<file path="src/rtl/ps_paket.sv">
// ---------------------------------------------------------------------------
// ps_paket
//  Shared definitions for the multi-slot fetch PC generator:
//   - ps_durum_e  : FSM states of the PC generator (BASLAT, GETIR, HATA)
//   - BUYRUK_BAYT : bytes per instruction slot
//   - MASKE_MAX   : widest slot mask the helper can build
//   - yuva_maske  : builds the per-slot valid mask of a fetch block
// ---------------------------------------------------------------------------
package ps_paket;

  localparam int BUYRUK_BAYT = 4;
  localparam int MASKE_MAX   = 32;

  typedef enum logic [1:0] {
    BASLAT = 2'd0,
    GETIR  = 2'd1,
    HATA   = 2'd2
  } ps_durum_e;

  // Slot i is live when it is at or after the PC's slot inside the block and,
  // if a taken branch is predicted, not after the branch slot.
  function automatic logic [MASKE_MAX-1:0] yuva_maske(input int   gg,
                                                       input int   ofs,
                                                       input logic ongoru,
                                                       input int   yuva);
    logic [MASKE_MAX-1:0] m;
    m = '0;
    for (int i = 0; i < MASKE_MAX; i++) begin
      if ((i < gg) && (i >= ofs) && (!ongoru || (i <= yuva))) begin
        m[i] = 1'b1;
      end
    end
    return m;
  endfunction

endpackage

</file>
<file path="src/rtl/ps_yigin.sv">
// ---------------------------------------------------------------------------
// ps_yigin
//  Return-address stack for the fetch PC generator. Circular storage: a push
//  into a full stack overwrites the oldest entry. A simultaneous pop+push
//  replaces the top entry (pop first, then push).
//  Ports:
//   clk_i       in  clock
//   rst_i       in  synchronous reset, active-high (empties the stack)
//   it_i        in  push request
//   cek_i       in  pop request (ignored when empty)
//   it_adres_i  in  address to push
//   ust_o       out current top entry (meaningless when bos_o=1)
//   bos_o       out stack empty
// ---------------------------------------------------------------------------
module ps_yigin #(
  parameter int ADRES_GENISLIGI = 32,
  parameter int DERINLIK        = 4
) (
  input  logic                       clk_i,
  input  logic                       rst_i,
  input  logic                       it_i,
  input  logic                       cek_i,
  input  logic [ADRES_GENISLIGI-1:0] it_adres_i,
  output logic [ADRES_GENISLIGI-1:0] ust_o,
  output logic                       bos_o
);

  localparam int PW = (DERINLIK > 1) ? $clog2(DERINLIK) : 1;

  logic [ADRES_GENISLIGI-1:0] bellek [DERINLIK];
  logic [PW-1:0]              isaretci;   // next free slot
  logic [PW:0]                sayac;
  logic [PW-1:0]              ust_idx;
  logic                       dolu;

  function automatic logic [PW-1:0] ileri(input logic [PW-1:0] p);
    return (p == PW'(DERINLIK - 1)) ? '0 : p + 1'b1;
  endfunction

  function automatic logic [PW-1:0] geri(input logic [PW-1:0] p);
    return (p == '0) ? PW'(DERINLIK - 1) : p - 1'b1;
  endfunction

  always_comb begin
    ust_idx = geri(isaretci);
    ust_o   = bellek[ust_idx];
    bos_o   = (sayac == '0);
    dolu    = (sayac == (PW+1)'(DERINLIK));
  end

  always_ff @(posedge clk_i) begin
    if (rst_i) begin
      isaretci <= '0;
      sayac    <= '0;
    end else if (it_i && cek_i) begin
      // Pop+push on a non-empty stack just rewrites the top in place.
      if (bos_o) begin
        isaretci <= ileri(isaretci);
        sayac    <= (PW+1)'(1);
      end
    end else if (it_i) begin
      isaretci <= ileri(isaretci);
      if (!dolu) sayac <= sayac + 1'b1;
    end else if (cek_i && !bos_o) begin
      isaretci <= geri(isaretci);
      sayac    <= sayac - 1'b1;
    end
  end

  always_ff @(posedge clk_i) begin
    if (it_i) begin
      if (cek_i && !bos_o) bellek[ust_idx]  <= it_adres_i;
      else                 bellek[isaretci] <= it_adres_i;
    end
  end

endmodule

</file>
<file path="src/rtl/ps_uretici_blok.sv">
// ---------------------------------------------------------------------------
// ps_uretici_blok
//  Multi-slot fetch PC generator. Issues one block-aligned fetch request per
//  accepted cycle toward the L1 I-cache and arbitrates
//  exception > execute redirect > prediction > sequential.
//  Optional feature macro: PS_RAS_EN (return-address stack for predicted
//  calls/returns). Without it cagri/donus are ignored.
//  Ports:
//   clk_i, rst_i                      clock, synchronous active-high reset
//   istisna_gecerli_i/adres_i         trap redirect
//   yurut_yonlendir_gecerli_i/adres_i execute-stage correction
//   ongoru_gecerli_i/yuva_i/adres_i   predicted taken branch in current block
//   ongoru_cagri_i/donus_i            predicted branch is call / return
//   durdur_i                          fetch buffer full, hold request
//   l1b_istek_gecerli_o/hazir_i       L1I request handshake
//   l1b_adres_o                       block-aligned fetch address
//   ps_getir_o                        current PC
//   yuva_maske_o                      live slots of the block
//   yonlendirildi_o                   one-cycle pulse after a redirect
//   hizasiz_o                         misaligned redirect target (HATA state)
// ---------------------------------------------------------------------------
module ps_uretici_blok
  import ps_paket::*;
#(
  parameter int                         ADRES_GENISLIGI  = 32,
  parameter logic [ADRES_GENISLIGI-1:0] BASLANGIC_ADRESI = 32'h8000_0000,
  parameter int                         GETIR_GENISLIGI  = 2,
  parameter int                         RAS_DERINLIGI    = 4,
  localparam int                        SW = (GETIR_GENISLIGI > 1) ? $clog2(GETIR_GENISLIGI) : 1
) (
  input  logic                       clk_i,
  input  logic                       rst_i,
  input  logic                       istisna_gecerli_i,
  input  logic [ADRES_GENISLIGI-1:0] istisna_adres_i,
  input  logic                       yurut_yonlendir_gecerli_i,
  input  logic [ADRES_GENISLIGI-1:0] yurut_yonlendir_adres_i,
  input  logic                       ongoru_gecerli_i,
  input  logic [SW-1:0]              ongoru_yuva_i,
  input  logic [ADRES_GENISLIGI-1:0] ongoru_adres_i,
  input  logic                       ongoru_cagri_i,
  input  logic                       ongoru_donus_i,
  input  logic                       durdur_i,
  output logic                       l1b_istek_gecerli_o,
  input  logic                       l1b_istek_hazir_i,
  output logic [ADRES_GENISLIGI-1:0] l1b_adres_o,
  output logic [ADRES_GENISLIGI-1:0] ps_getir_o,
  output logic [GETIR_GENISLIGI-1:0] yuva_maske_o,
  output logic                       yonlendirildi_o,
  output logic                       hizasiz_o
);

  localparam int AG        = ADRES_GENISLIGI;
  localparam int GG        = GETIR_GENISLIGI;
  localparam int BLOK_BAYT = GG * BUYRUK_BAYT;
  localparam logic [AG-1:0] BLOK_MASKE = ~(AG'(BLOK_BAYT - 1));

  ps_durum_e durum;
  logic [AG-1:0] pc;
  logic          yonl_q;
  logic          hiz_q;

  logic [AG-1:0]        blok_taban;
  logic [AG-1:0]        sirali_adres;
  logic [AG-1:0]        yon_hedef;
  logic [AG-1:0]        ong_hedef;
  logic [AG-1:0]        ofs_ham;
  int                   ofs;
  logic                 ong_etkin;
  logic                 yon_var;
  logic                 gecerli;
  logic                 el_sik;
  logic [MASKE_MAX-1:0] maske_tam;

  always_comb begin
    blok_taban   = pc & BLOK_MASKE;
    sirali_adres = blok_taban + AG'(BLOK_BAYT);
    ofs_ham      = (pc >> $clog2(BUYRUK_BAYT)) & AG'(GG - 1);
    ofs          = int'(ofs_ham);
    // A predicted slot before the PC's own slot cannot be the branch we are
    // about to execute, so such a prediction is dropped.
    ong_etkin    = ongoru_gecerli_i && (int'(ongoru_yuva_i) >= ofs);
    yon_var      = istisna_gecerli_i || yurut_yonlendir_gecerli_i;
    yon_hedef    = istisna_gecerli_i ? istisna_adres_i : yurut_yonlendir_adres_i;
    gecerli      = (durum == GETIR) && !durdur_i;
    el_sik       = gecerli && l1b_istek_hazir_i;
    maske_tam    = yuva_maske(GG, ofs, ong_etkin, int'(ongoru_yuva_i));
  end

`ifdef PS_RAS_EN
  logic          ras_it;
  logic          ras_cek;
  logic          ras_bos;
  logic [AG-1:0] ras_ust;
  logic [AG-1:0] ras_it_adres;

  // Stack traffic only on an accepted block whose prediction is honoured;
  // redirects win and leave the stack untouched.
  assign ras_it       = el_sik && !yon_var && ong_etkin && ongoru_cagri_i;
  assign ras_cek      = el_sik && !yon_var && ong_etkin && ongoru_donus_i;
  assign ras_it_adres = blok_taban + AG'((int'(ongoru_yuva_i) + 1) * BUYRUK_BAYT);
  assign ong_hedef    = (ongoru_donus_i && !ras_bos) ? ras_ust : ongoru_adres_i;

  ps_yigin #(
    .ADRES_GENISLIGI (AG),
    .DERINLIK        (RAS_DERINLIGI)
  ) u_yigin (
    .clk_i      (clk_i),
    .rst_i      (rst_i),
    .it_i       (ras_it),
    .cek_i      (ras_cek),
    .it_adres_i (ras_it_adres),
    .ust_o      (ras_ust),
    .bos_o      (ras_bos)
  );
`else
  localparam int unused_ras_derinligi = RAS_DERINLIGI;
  logic unused_ras_girisleri;
  assign unused_ras_girisleri = ongoru_cagri_i ^ ongoru_donus_i;
  assign ong_hedef            = ongoru_adres_i;
`endif

  // Stage p0 -> state: redirect wins regardless of handshake or stall.
  always_ff @(posedge clk_i) begin
    if (rst_i) begin
      durum  <= BASLAT;
      pc     <= BASLANGIC_ADRESI;
      yonl_q <= 1'b0;
      hiz_q  <= 1'b0;
    end else begin
      yonl_q <= yon_var;
      if (yon_var) begin
        pc <= yon_hedef;
        if (|yon_hedef[1:0]) begin
          durum <= HATA;
          hiz_q <= 1'b1;
        end else begin
          durum <= GETIR;
          hiz_q <= 1'b0;
        end
      end else begin
        case (durum)
          BASLAT:  durum <= GETIR;
          GETIR:   if (el_sik) pc <= ong_etkin ? ong_hedef : sirali_adres;
          HATA:    durum <= HATA;
          default: durum <= BASLAT;
        endcase
      end
    end
  end

  always_comb begin
    l1b_istek_gecerli_o = gecerli;
    l1b_adres_o         = blok_taban;
    ps_getir_o          = pc;
    yuva_maske_o        = (durum == GETIR) ? maske_tam[GG-1:0] : '0;
    yonlendirildi_o     = yonl_q;
    hizasiz_o           = hiz_q;
  end

endmodule

</file>
<file path="config.mk">
export PLATFORM = sky130hd
export DESIGN_NAME = ps_uretici_blok
export DESIGN_NICKNAME = d
export VERILOG_FILES = /design/src/rtl/ps_paket.sv /design/src/rtl/ps_yigin.sv /design/src/rtl/ps_uretici_blok.sv
export SDC_FILE = /design/constraint.sdc
export NUM_CORES = 1
export LEC_CHECK = 0
export ABC_AREA = 0
export ABC_CLOCK_PERIOD_IN_PS = 2300
export BUFFER_PORTS_ARGS = -buffer_cell sky130_fd_sc_hd__buf_2
export CAP_MARGIN = 30
export CORE_ASPECT_RATIO = 0.5
export CORE_MARGIN = 5
export CORE_UTILIZATION = 43
export DETAILED_ROUTE_END_ITERATION = 10
export PLACE_DENSITY = 0.83
export SLEW_MARGIN = 20
export SYNTH_ARGS = -nofsm -noshare
export SYNTH_HDL_FRONTEND = slang
export SYNTH_SLANG_ARGS = --single-unit
</file>
<file path="constraint.sdc">
create_clock -name clk_i -period 2.3 [get_ports clk_i]
set_clock_uncertainty 0.15 [all_clocks]
set_input_delay 0.46 -clock clk_i [delete_from_list [all_inputs] [get_ports clk_i]]
set_output_delay 0.46 -clock clk_i [all_outputs]
set_load 0.02 [all_outputs]
</file>
* Word-level counts from Yosys, hierarchy flattened *
Cells that the tools add are included.

cells by class
  reduce and logical (&&, ||, !) cells = 13
  $lt $le $gt $ge = 4
  multiplexer cells = 12
  equality and inequality tests = 3
  add/sub/neg operators = 1

operator list
  cell                                                             count
  32-bit two-way mux                                               5
  32-bit by 4-bit adder with 32-bit output, second input constant  1
  2-bit two-way mux                                                3
  2-bit case mux with 3 select lines                               1
  1-bit logical AND                                                4
  2-bit nonzero test                                               2
  1-bit two-way mux                                                3
  2-bit by 1-bit == test with 1-bit output, second input constant  1
  2-bit == test, second input constant                             1
  1-bit >= comparator, first input constant                        2
  1-bit zero test                                                  2
  2-bit zero test                                                  1
  1-bit logical OR                                                 2
  2-bit != test, second input constant                             1
  2-bit AND reduction                                              1
  2-bit OR reduction                                               1
  1-bit >= comparator                                              1
  1-bit <= comparator, first input constant                        1

storage, ports and cells
  flip-flop bits (word level) = 36
  input bits = 106
  logic and storage cells = 37
  output and inout port bits = 69

* Longest topological paths before layout *
Gate-level depths: netlist (run 1).

  word-level depth = 7
  mapped depth = 7
  mapped depth without buffers = 6

* Worst setup path before layout (run 1) *
Ideal clock, no wire load.

  path type = register to register
  start point = register pc[3] (netlist: ps_getir_o[3])
  end point = register pc[31] (netlist: ps_getir_o[31])
  cell stages (with the launch flop) = 7
  setup time = 122 ps
  data arrival time = 1912 ps
  buffers on the path = 0
  setup slack = 116 ps
  path through = dfxtp_1 -> ha_1 -> nand4_4 -> nor4_4 -> nand3_1 -> xnor2_1 -> a221o_1

between the ends
  longest elaborated chain between the ends = 5

RTL lines
  item                                      RTL line                source
  from (decl)                               ps_uretici_blok.sv:58   logic [AG-1:0] pc;
  from (signal assigned)                    ps_uretici_blok.sv:132  pc <= yon_hedef;
  from (signal assigned)                    ps_uretici_blok.sv:143  GETIR: if (el_sik) pc <= ong_etkin ? ong_hedef : sirali_adres;
  32-bit by 4-bit adder with 32-bit output  ps_uretici_blok.sv:76   sirali_adres = blok_taban + AG'(BLOK_BAYT);
  32-bit two-way mux (2 in series)          ps_uretici_blok.sv:143
  32-bit two-way mux                        ps_uretici_blok.sv:141  case (durum)
  32-bit two-way mux                        ps_uretici_blok.sv:131  if (yon_var) begin

No other way between the ends. The select of a mux whose other input is x is not followed.
A chain may end at the register's enable or synchronous reset.

* Final worst setup path (run 1) *
  start point = register pc[4] (netlist: ps_getir_o[4])
  end point = register pc[31] (netlist: ps_getir_o[31])

Same word-level chain as after synthesis.

==> results of run 1 <==
[flip-flops by register name, indices dropped and copies added, names as in the netlist]
| name | cells |
|---|---|
| durum | 2 |
| hizasiz_o | 1 |
| ps_getir_o | 32 |
| yonlendirildi_o | 1 |
[final cells by class]
class | instances | area, sq um | share of cell area, %
Inverter | 8 | 30.0 | 0.835
Timing Repair Buffer | 183 | 976 | 27.1
Multi-Input combinational cell | 237 | 1610 | 44.7
Clock buffer | 7 | 153 | 4.24
Sequential cell | 36 | 721 | 20.0
Tap cell | 88 | 110 | 3.06
[layout by cell type, fill, tap and decap left out, drive strengths merged, types with 3 or more instances in the layout]
| master | instances |
|---|---|
| nor2 | 23 |
| nand4 | 11 |
| conb | 3 |
| clkbuf | 7 |
| and2 | 4 |
| nand2 | 25 |
| inv | 8 |
| a211o | 3 |
| a222oi | 22 |
| o22ai | 15 |
| nor3 | 3 |
| nand3 | 13 |
| xnor2 | 10 |
| a31oi | 7 |
| a21o | 4 |
| and3 | 3 |
| a21oi | 16 |
| buf | 183 |
| a21boi | 10 |
| a2111oi | 3 |
| xor2 | 13 |
| dfxtp | 36 |
| o21ai | 17 |
| nor4 | 4 |
[cells in the mapped netlist (3+ instances only)]
cell,number,area [sq um]
nor2_1,20,75.1
buf_2,8,40.0
buf_4,32,240
o21ai_0,14,70.1
nand4_1,10,62.6
xor2_1,13,114
dfxtp_1,36,721
o21ai_1,3,15.0
nand3_1,12,60.1
a21boi_1,10,75.1
clkbuf_1,12,45.0
a31oi_1,7,43.8
and3_1,3,18.8
a2111oi_0,3,26.3
nand2_1,25,93.8
xnor2_1,10,87.6
a222oi_1,22,220
inv_1,7,26.3
o22ai_1,15,93.8
a211o_1,3,26.3
a21oi_1,16,80.1
nor2_2,3,18.8
a21o_1,4,30.0
[routing by layer]
metal  part of all wire (%)  GRT usage [%]  vias to the layer above
met4                    1.4           6.42                        0
li1                       -              -                     1515
met3                    6.9           3.42                       15
met2                     49           37.7                      134
met5                      0              0                        -
met1                     43           28.7                     1494
[power groups by stage]
stage | clock network [mW] | logic, mW | registers [mW]
after floorplan | 0 | 0.287 | 0.789
after global placement | 0 | 0.501 | 0.746
after detailed placement | 0 | 0.509 | 0.748
after CTS | 0.708 | 0.512 | 0.736
after global routing | 0.739 | 0.557 | 0.748
final | 0.704 | 0.512 | 0.737
[path summary, 6_finish.rpt]
| path | start | to | slack, ns | cells after the start |
|---|---|---|---|---|
| setup / recovery | ps_getir_o[4] | ps_getir_o[31] | 0.24 | 6 |
| hold / removal | ongoru_adres_i[31] | ps_getir_o[31] | 0.26 | 2 |
| hold reg to reg | hizasiz_o | hizasiz_o | 0.30 | 2 |
| setup reg to reg | ps_getir_o[4] | ps_getir_o[31] | 0.24 | 6 |
[cells by family (layout without fill, tap and decap cells)]
| group | after synthesis | count (layout) | synth area share, % |
|---|---|---|---|
| compound gates | 110 | 110 | 29.5 |
| simple gates | 98 | 98 | 21.0 |
| buf+inv | 62 | 198 | 13.8 |
| flops | 36 | 36 | 26.9 |
| xor+xnor | 23 | 23 | 7.51 |
| mux | 2 | 2 | 0.746 |
| fa+ha+maj | 1 | 1 | 0.466 |
| other cells | 1 | 3 | 0.140 |
[through the flow]
stage / power [mW] / instance area, sq um / utilization, % / setup slack [ns]
global route: 2.04 / 3600 / 59.4 / 0.0447
finish: 1.95 / 3600 / 59.4 / 0.237
CTS: 1.96 / 3600 / 59.4 / 0.247
floorplan: 1.08 / 2690 / - / 0.116
global placement: 1.25 / 3440 / 56.9 / 0.260
detailed placement: 1.26 / 3440 / 56.9 / 0.255
==> impl_metrics.csv, run 1 <==
group,metric,value,unit
final_layout,final_layout_size_suffix_gt1_share,43.5,%
status,status,"completed",
global_route,grt_max_degree,27,
floorplanning,core_area,6060,sq um
final_layout,final_nets,578,
pwr,clockPowerShare,36.1,%
pwr,seq_power_share,37.7,%
final_layout,final_cells,559,
sta,rsz0062_at_grt,"false",
critical_path,crit_slowest_cell,"dfxtp_1",
critical_path,worstPathArrival,2.08,ns
synthesis,mappedNetlistArea,2680,sq um
floorplanning,io_pins,175,
place,portBuffers,169,
global_route,track_usage,22.0,%
synthesis,synth.yosys.warnings,0,
detailed_routing,vias_per_cell,5.65,
global_route,antenna_found_initial,0,
critical_path,cp_cell_sequence,"ha_1, nand4_4, nor4_4, nand3_1, xnor2_1, a221o_1",
detailed_routing,drt-initial-drc-count,258,
clock_network,cts_buffers,5,
global_route,grt_pass1_wl,14400,um
synthesis,syn_area_per_cell,8.06,sq um
synthesis,netlist_instances,333,
detailed_routing,dr.pass1.iters,7,
synthesis,synth_edf_count,0,
critical_path,crit_type,"register to register",
clock_network,root_buffer,"clkbuf_16",
detailed_routing,vias,3158,
pwr,p_per_area,543,nW/um^2
synthesis,ys.flop_type,"dfxtp_1",
sta,finalSetupViolCount,0,
job,drv_cap,0,
critical_path,crit_family,"simple AND/OR/NAND/NOR gates",
final_layout,fillerInstances,574,
critical_path,cpPeakStageDelay,0.41,ns
critical_path,path_buf_inv,0,
pwr,peakVddDrop,0.327,mV
critical_path,cp-end-kind,"register",
detailed_routing,drt-wirelength-per-cell,16.2,um
place,gp_congestion,0.809,
hold_path,min-delay-path-class,"primary input to register",
detailed_routing,ant_nets,0,
clock_network,cts.repair.resized,0,
clock_network,cts_setup_buffers,0,
synthesis,ys_seq_elements,36,
detailed_routing,drcViolationCount,0,
place,hpwl,6990,um
clock_network,clkLatencyLatePin,0.28,ns
place,placed_cells_incl_taps,552,
clock_network,cts_tree,"done",
sta,fin_tns_setup,0,ns
floorplanning,row_count,20,
clock_network,hold_buffers,0,
sta,hold_ws,0.259,ns
pwr,p_leak,1.65,nW
floorplanning,die_w,122,um
floorplanning,die-area,8010,sq um
critical_path,cp-start-kind,"register",
clock_network,clk_pin_slew,0.06,ns
final_layout,n_antenna_cell,0,
synthesis,ys_types,56,
global_route,grt_pass1_vias,2945,
floorplanning,initial_utilization,44.3,%
floorplanning,die_h,65.9,um
critical_path,crit_fanout,6,
clock_network,clk_path_buf_depth,2,
final_layout,syn_to_final_growth,34.0,%
pwr,intPower,1.35,mW
sta,maxSlewViolCount,0,
synthesis,synthArstFlopShare,0,%
sta,fmax,485,MHz
sta,period_minus_slack,2.06,ns
pwr,p_switching,605,uW
synthesis,synth_seq_area_share,26.9,%
global_route,grt-ovfl-total,0,
clock_network,cts_sinks,36,
sta,fin_crit_sh,89.7,%
pwr,combPwrFrac,26.2,%
clock_network,htreeDepth,2,
critical_path,critical_path_required,2.31,ns
detailed_routing,routed_wirelength,9080,um
sta,hold_viol_final,0,
pwr,switching_share,31.0,%
(Power assumes the default switching activity.)
==> run 2, diff against run 1 <==
--- a/config.mk
+++ b/config.mk
@@ -11,9 +11,12 @@
 export CAP_MARGIN = 30
 export CORE_ASPECT_RATIO = 0.5
 export CORE_MARGIN = 5
-export CORE_UTILIZATION = 43
+export CORE_UTILIZATION = 44
+export CTS_BUF_LIST = sky130_fd_sc_hd__clkbuf_2
 export DETAILED_ROUTE_END_ITERATION = 10
-export PLACE_DENSITY = 0.83
+export MAX_ROUTING_LAYER = met4
+export PLACE_DENSITY = 0.84
+export SKIP_LAST_GASP = 1
 export SLEW_MARGIN = 20
 export SYNTH_ARGS = -nofsm -noshare
 export SYNTH_HDL_FRONTEND = slang
==> run 2 against run 1 <==
Combinational power is 2% lower. Worst hold slack lost 0.11 ns. Routed wire length shrank 2.3%. Cell count decreased by 2.1%. Fmax decreased by 2.5%. Non-clock buffer count decreased by 1. Die area decreased by 2.0%. Clock-buffer cell count fell by 2. First-iteration DRC count up 22%. Sequential share of layout area is 0.90 points higher. Total power decreased by 22%. Cell area fell by 4.3%.
==> impl_metrics.csv, run 2 (synthesis results as in run 1) <==
group,metric,value,unit
floorplanning,core_area,5980,sq um
sta,hold_viol_final,0,
global_route,grt_pass1_vias,2835,
sta,rsz0062_at_grt,"false",
final_layout,final_layout_size_suffix_gt1_share,43.0,%
critical_path,path_buf_inv,1,
sta,fmax,473,MHz
clock_network,root_buffer,"clkbuf_2",
detailed_routing,ant_nets,0,
detailed_routing,routed_wirelength,8870,um
clock_network,cts_sinks,36,
hold_path,min-delay-path-class,"primary input to register",
floorplanning,initial_utilization,44.9,%
critical_path,cp-start-kind,"register",
clock_network,cts_setup_buffers,0,
final_layout,syn_to_final_growth,28.3,%
sta,worst_slack,0.185,ns
sta,fin_tns_setup,0,ns
global_route,grt-ovfl-total,0,
sta,finalSetupViolCount,0,
clock_network,clk_path_buf_depth,2,
detailed_routing,drt-wirelength-per-cell,16.2,um
global_route,track_usage,21.7,%
critical_path,crit_family,"simple AND/OR/NAND/NOR gates",
clock_network,clk_pin_slew,0.19,ns
clock_network,htreeDepth,2,
final_layout,final_cell_mix,"169 x buf_2, 36 x dfxtp_1, 25 x nand2_1, 22 x a222oi_1, 20 x nor2_1",
final_layout,final_common_cell,"buf_2",
critical_path,critical_path_required,1.69,ns
clock_network,cts_buffers,5,
detailed_routing,vias_per_cell,5.76,
critical_path,cpPeakStageDelay,0.43,ns
floorplanning,row_count,20,
place,hpwl,6770,um
place,pre_cts_slack,0.251,ns
pwr,p_per_area,440,nW/um^2
detailed_routing,drt-initial-drc-count,314,
critical_path,crit_fanout,8,
detailed_routing,vias,3150,
status,status,"completed",
detailed_routing,drcViolationCount,0,
critical_path,worstPathArrival,1.51,ns
global_route,antenna_found_initial,0,
critical_path,crit_slowest_cell,"dfxtp_1",
global_route,grt_pass1_wl,13700,um
sta,fin_crit_sh,92.0,%
final_layout,largest_register_ffs,32,
floorplanning,io_pins,175,
critical_path,cp_cell_sequence,"nand2b_1, nand2_1, nor2_1, nor2_1, buf_2",
place,portBuffers,169,
pwr,p_leak,1.59,nW
place,gp_congestion,0.820,
job,drv_cap,0,
sta,period_minus_slack,2.12,ns
critical_path,cpMostUsedCell,"nor2_1",
detailed_routing,dr.pass1.iters,6,
critical_path,cp-end-kind,"output port",
critical_path,crit_type,"register to output port",
floorplanning,die_h,65.2,um
clock_network,cts.repair.resized,0,
floorplanning,die-area,7850,sq um
floorplanning,die_w,120,um
clock_network,hold_buffers,0,
clock_network,cts_tree,"done",
final_layout,final_nets,577,
final_layout,n_antenna_cell,0,
sta,maxSlewViolCount,0,
pwr,peakVddDrop,0.208,mV
global_route,grt_max_degree,29,
clock_network,clkLatencyLatePin,0.37,ns
run 2: area by class of cell:
class	instances	area (sq um)
Tap cell	77	96.3
Fill cell	563	2540
Multi-Input combinational cell	237	1610
Sequential cell	36	721
Timing Repair Buffer	182	956
Inverter	8	30.0
Clock inverter	2	7.51
Clock buffer	5	25.0
run 2: metrics by stage:
stage	cells	area, sq um	hold slack (ns)	utilization, %	power (mW)
after floorplan	335	2690	0.339	-	1.08
after global placement	540	3410	0.295	57.0	1.24
after detailed placement	540	3410	0.302	57.0	1.25
after CTS	547	3440	0.138	57.6	1.52
after global routing	547	3440	0.105	57.6	1.60
final	547	3440	0.149	57.6	1.51
run 2: report_power, final:
part	leakage, nW	internal [mW]	switching [mW]
clock	0.0239	0.0629	0.209
combinational	1.26	0.220	0.283
sequential	0.299	0.669	0.0697
run 2: worst paths after layout:
kind | start | to | slack, ns | cells after the start
setup / recovery | ps_getir_o[2] | yuva_maske_o[1] | 0.18 | 5
hold / removal | ongoru_adres_i[31] | ps_getir_o[31] | 0.15 | 2
setup reg to reg | ps_getir_o[4] | ps_getir_o[29] | 0.20 | 7
hold reg to reg | hizasiz_o | hizasiz_o | 0.32 | 2
run 2: layer usage:
metal	vias up	part of all wire (%)	GRT usage, %
met5	-	0	-
met1	1484	42	27.4
li1	1507	-	-
met3	15	6.9	3.70
met2	144	49	37.2
met4	0	1.3	4.38
==> run 3, diff against run 2 <==
--- a/config.mk
+++ b/config.mk
@@ -10,7 +10,7 @@
 export BUFFER_PORTS_ARGS = -buffer_cell sky130_fd_sc_hd__buf_2
 export CAP_MARGIN = 30
 export CORE_ASPECT_RATIO = 0.5
-export CORE_MARGIN = 5
+export CORE_MARGIN = 2
 export CORE_UTILIZATION = 44
 export CTS_BUF_LIST = sky130_fd_sc_hd__clkbuf_2
 export DETAILED_ROUTE_END_ITERATION = 10
==> run 3 against run 2 <==
Worst hold slack got worse by 0.025 ns. Clock power increased by 7%. Sequential share of layout area decreased by 0.083 points. Core utilization increased by 0.23 points. Clock-buffer cell count unchanged. Sequential cell count unchanged. Register-to-register slack about the same. Cell area increased by 0.40%. Non-clock buffer count increased by 1. Fmax decreased by 1.2%. Sequential power about the same. First-iteration DRC count increased by 5.4%. Critical path type unchanged. Critical endpoint unchanged. Largest cell class unchanged.
==> impl_metrics.csv, run 3 (synthesis results as in run 1) <==
group,metric,value,unit
sta,hold_viol_final,0,
global_route,grt_max_degree,25,
detailed_routing,vias,3161,
place,portBuffers,169,
clock_network,clk_pin_slew,0.20,ns
clock_network,clkLatencyLatePin,0.39,ns
pwr,intPower,959,uW
detailed_routing,dr.pass1.iters,9,
pwr,combPwrFrac,32.8,%
floorplanning,initial_utilization,44.9,%
place,hpwl,6430,um
sta,maxSlewViolCount,0,
clock_network,cts_sinks,36,
clock_network,htreeDepth,2,
critical_path,crit_fanout,9,
pwr,seq_power_share,48.2,%
clock_network,cts_buffers,5,
sta,period_minus_slack,2.14,ns
pwr,finalPower,1.53,mW
detailed_routing,drt-wirelength-per-cell,15.7,um
sta,fmax,467,MHz
detailed_routing,vias_per_cell,5.76,
global_route,grt-ovfl-total,0,
sta,finalSetupViolCount,0,
final_layout,n_antenna_cell,0,
critical_path,cpMostUsedCell,"nor2_1",
sta,rsz0062_at_grt,"false",
floorplanning,die_w,114,um
detailed_routing,drcViolationCount,0,
sta,fin_crit_sh,93.1,%
critical_path,crit_type,"register to output port",
pwr,p_leak,1.60,nW
final_layout,final_layout_size_suffix_gt1_share,43.4,%
clock_network,cts_setup_buffers,0,
global_route,antenna_found_initial,0,
status,status,"completed",
detailed_routing,drt-initial-drc-count,331,
detailed_routing,routed_wirelength,8600,um
critical_path,cp-start-kind,"register",
place,gp_congestion,0.847,
place,pre_cts_slack,0.187,ns
critical_path,cp-end-kind,"output port",
pwr,switching_share,37.5,%
pwr,clockPowerShare,19.0,%
critical_path,cpPeakStageDelay,0.42,ns
final_layout,final_common_cell,"buf_2",
job,drv_cap,0,
critical_path,worstPathArrival,1.53,ns
sta,fin_tns_setup,0,ns
global_route,grt_pass1_vias,2780,
critical_path,crit_slowest_cell,"dfxtp_1",
final_layout,final_cell_mix,"169 x buf_2, 36 x dfxtp_1, 25 x nand2_1, 22 x a222oi_1, 20 x nor2_1",
final_layout,largest_register_ffs,32,
clock_network,clk_path_buf_depth,2,
place,placed_cells_incl_taps,541,
hold_path,min-delay-path-class,"primary input to register",
critical_path,crit_family,"simple AND/OR/NAND/NOR gates",
final_layout,final_nets,578,
clock_network,cts_tree,"done",
final_layout,syn_to_final_growth,28.8,%
sta,worst_slack,0.159,ns
critical_path,cp_cell_sequence,"nand2b_1, nand2_1, nor2_1, nor2_1, buf_2",
clock_network,root_buffer,"clkbuf_2",
critical_path,critical_path_required,1.69,ns
floorplanning,core_area,5980,sq um
pwr,p_switching,576,uW
critical_path,path_buf_inv,1,
global_route,grt_pass1_wl,12900,um
pwr,p_per_area,444,nW/um^2
clock_network,hold_buffers,0,
floorplanning,die-area,6780,sq um
clock_network,cts.repair.resized,0,
pwr,peakVddDrop,0.169,mV
floorplanning,die_h,59.2,um
final_layout,fillerInstances,578,
global_route,track_usage,24.7,%
floorplanning,io_pins,175,
detailed_routing,ant_nets,0,
floorplanning,row_count,20,
final_layout,final_cells,549,
run 3: changes by cell type in the layout (fill, tap and decap cells not counted), sizes merged:
cell and change:
buf +1, clkinv +1
run 3: power groups by stage:
| stage | logic, mW | clock network, mW | registers, mW |
|---|---|---|---|
| 2_1_floorplan | 0.287 | 0 | 0.789 |
| 4_1_cts | 0.502 | 0.297 | 0.737 |
| 5_1_grt | 0.548 | 0.313 | 0.746 |
| 6_report | 0.504 | 0.291 | 0.739 |
| 3_5_place_dp | 0.501 | 0 | 0.750 |
| 3_3_place_gp | 0.494 | 0 | 0.748 |
run 3: layout make-up:
type                            instances  area [sq um]  area share [%]
Clock inverter                          3          13.8           0.398
Multi-Input combinational cell        237          1610            46.5
Sequential cell                        36           721            20.9
Tap cell                               77          96.3            2.79
Inverter                                8          30.0           0.869
Timing Repair Buffer                  183           963            27.9
Clock buffer                            5          25.0           0.724
run 3: stage by stage:
| step | hold slack (ns) | cell area [sq um] | utilization [%] |
|---|---|---|---|
| finish | 0.124 | 3460 | 57.8 |
| global route | 0.115 | 3460 | 57.8 |
| CTS | 0.118 | 3460 | 57.8 |
| detailed placement | 0.299 | 3420 | 57.1 |
| global placement | 0.291 | 3420 | 57.1 |
| floorplan | 0.339 | 2690 | - |
run 3: worst paths after layout:
| check | to | depth (start not counted) | startpoint | slack, ns |
|---|---|---|---|---|
| setup / recovery | yuva_maske_o[1] | 5 | ps_getir_o[2] | 0.16 |
| hold / removal | ps_getir_o[31] | 2 | ongoru_adres_i[31] | 0.12 |
| setup reg to reg | ps_getir_o[31] | 6 | ps_getir_o[4] | 0.20 |
| hold reg to reg | ps_getir_o[1] | 2 | ps_getir_o[1] | 0.33 |
run 3: worst reg2reg max path: stages, from the launching register on:
cell	delay, ns
dfxtp_1	0.46
ha_1	0.29
nand4_4	0.17
nor4_4	0.39
nand3_1	0.15
xnor2_1	0.15
a221o_1	0.28
run 3: metal layers:
metal  up-vias  track usage (%)  wire (um)
li1       1511                -          -
met1      1484             31.1       3800
met2       142             42.1       4140
met3        24             3.37        468
met4         0             6.97        199
met5         -                -          0
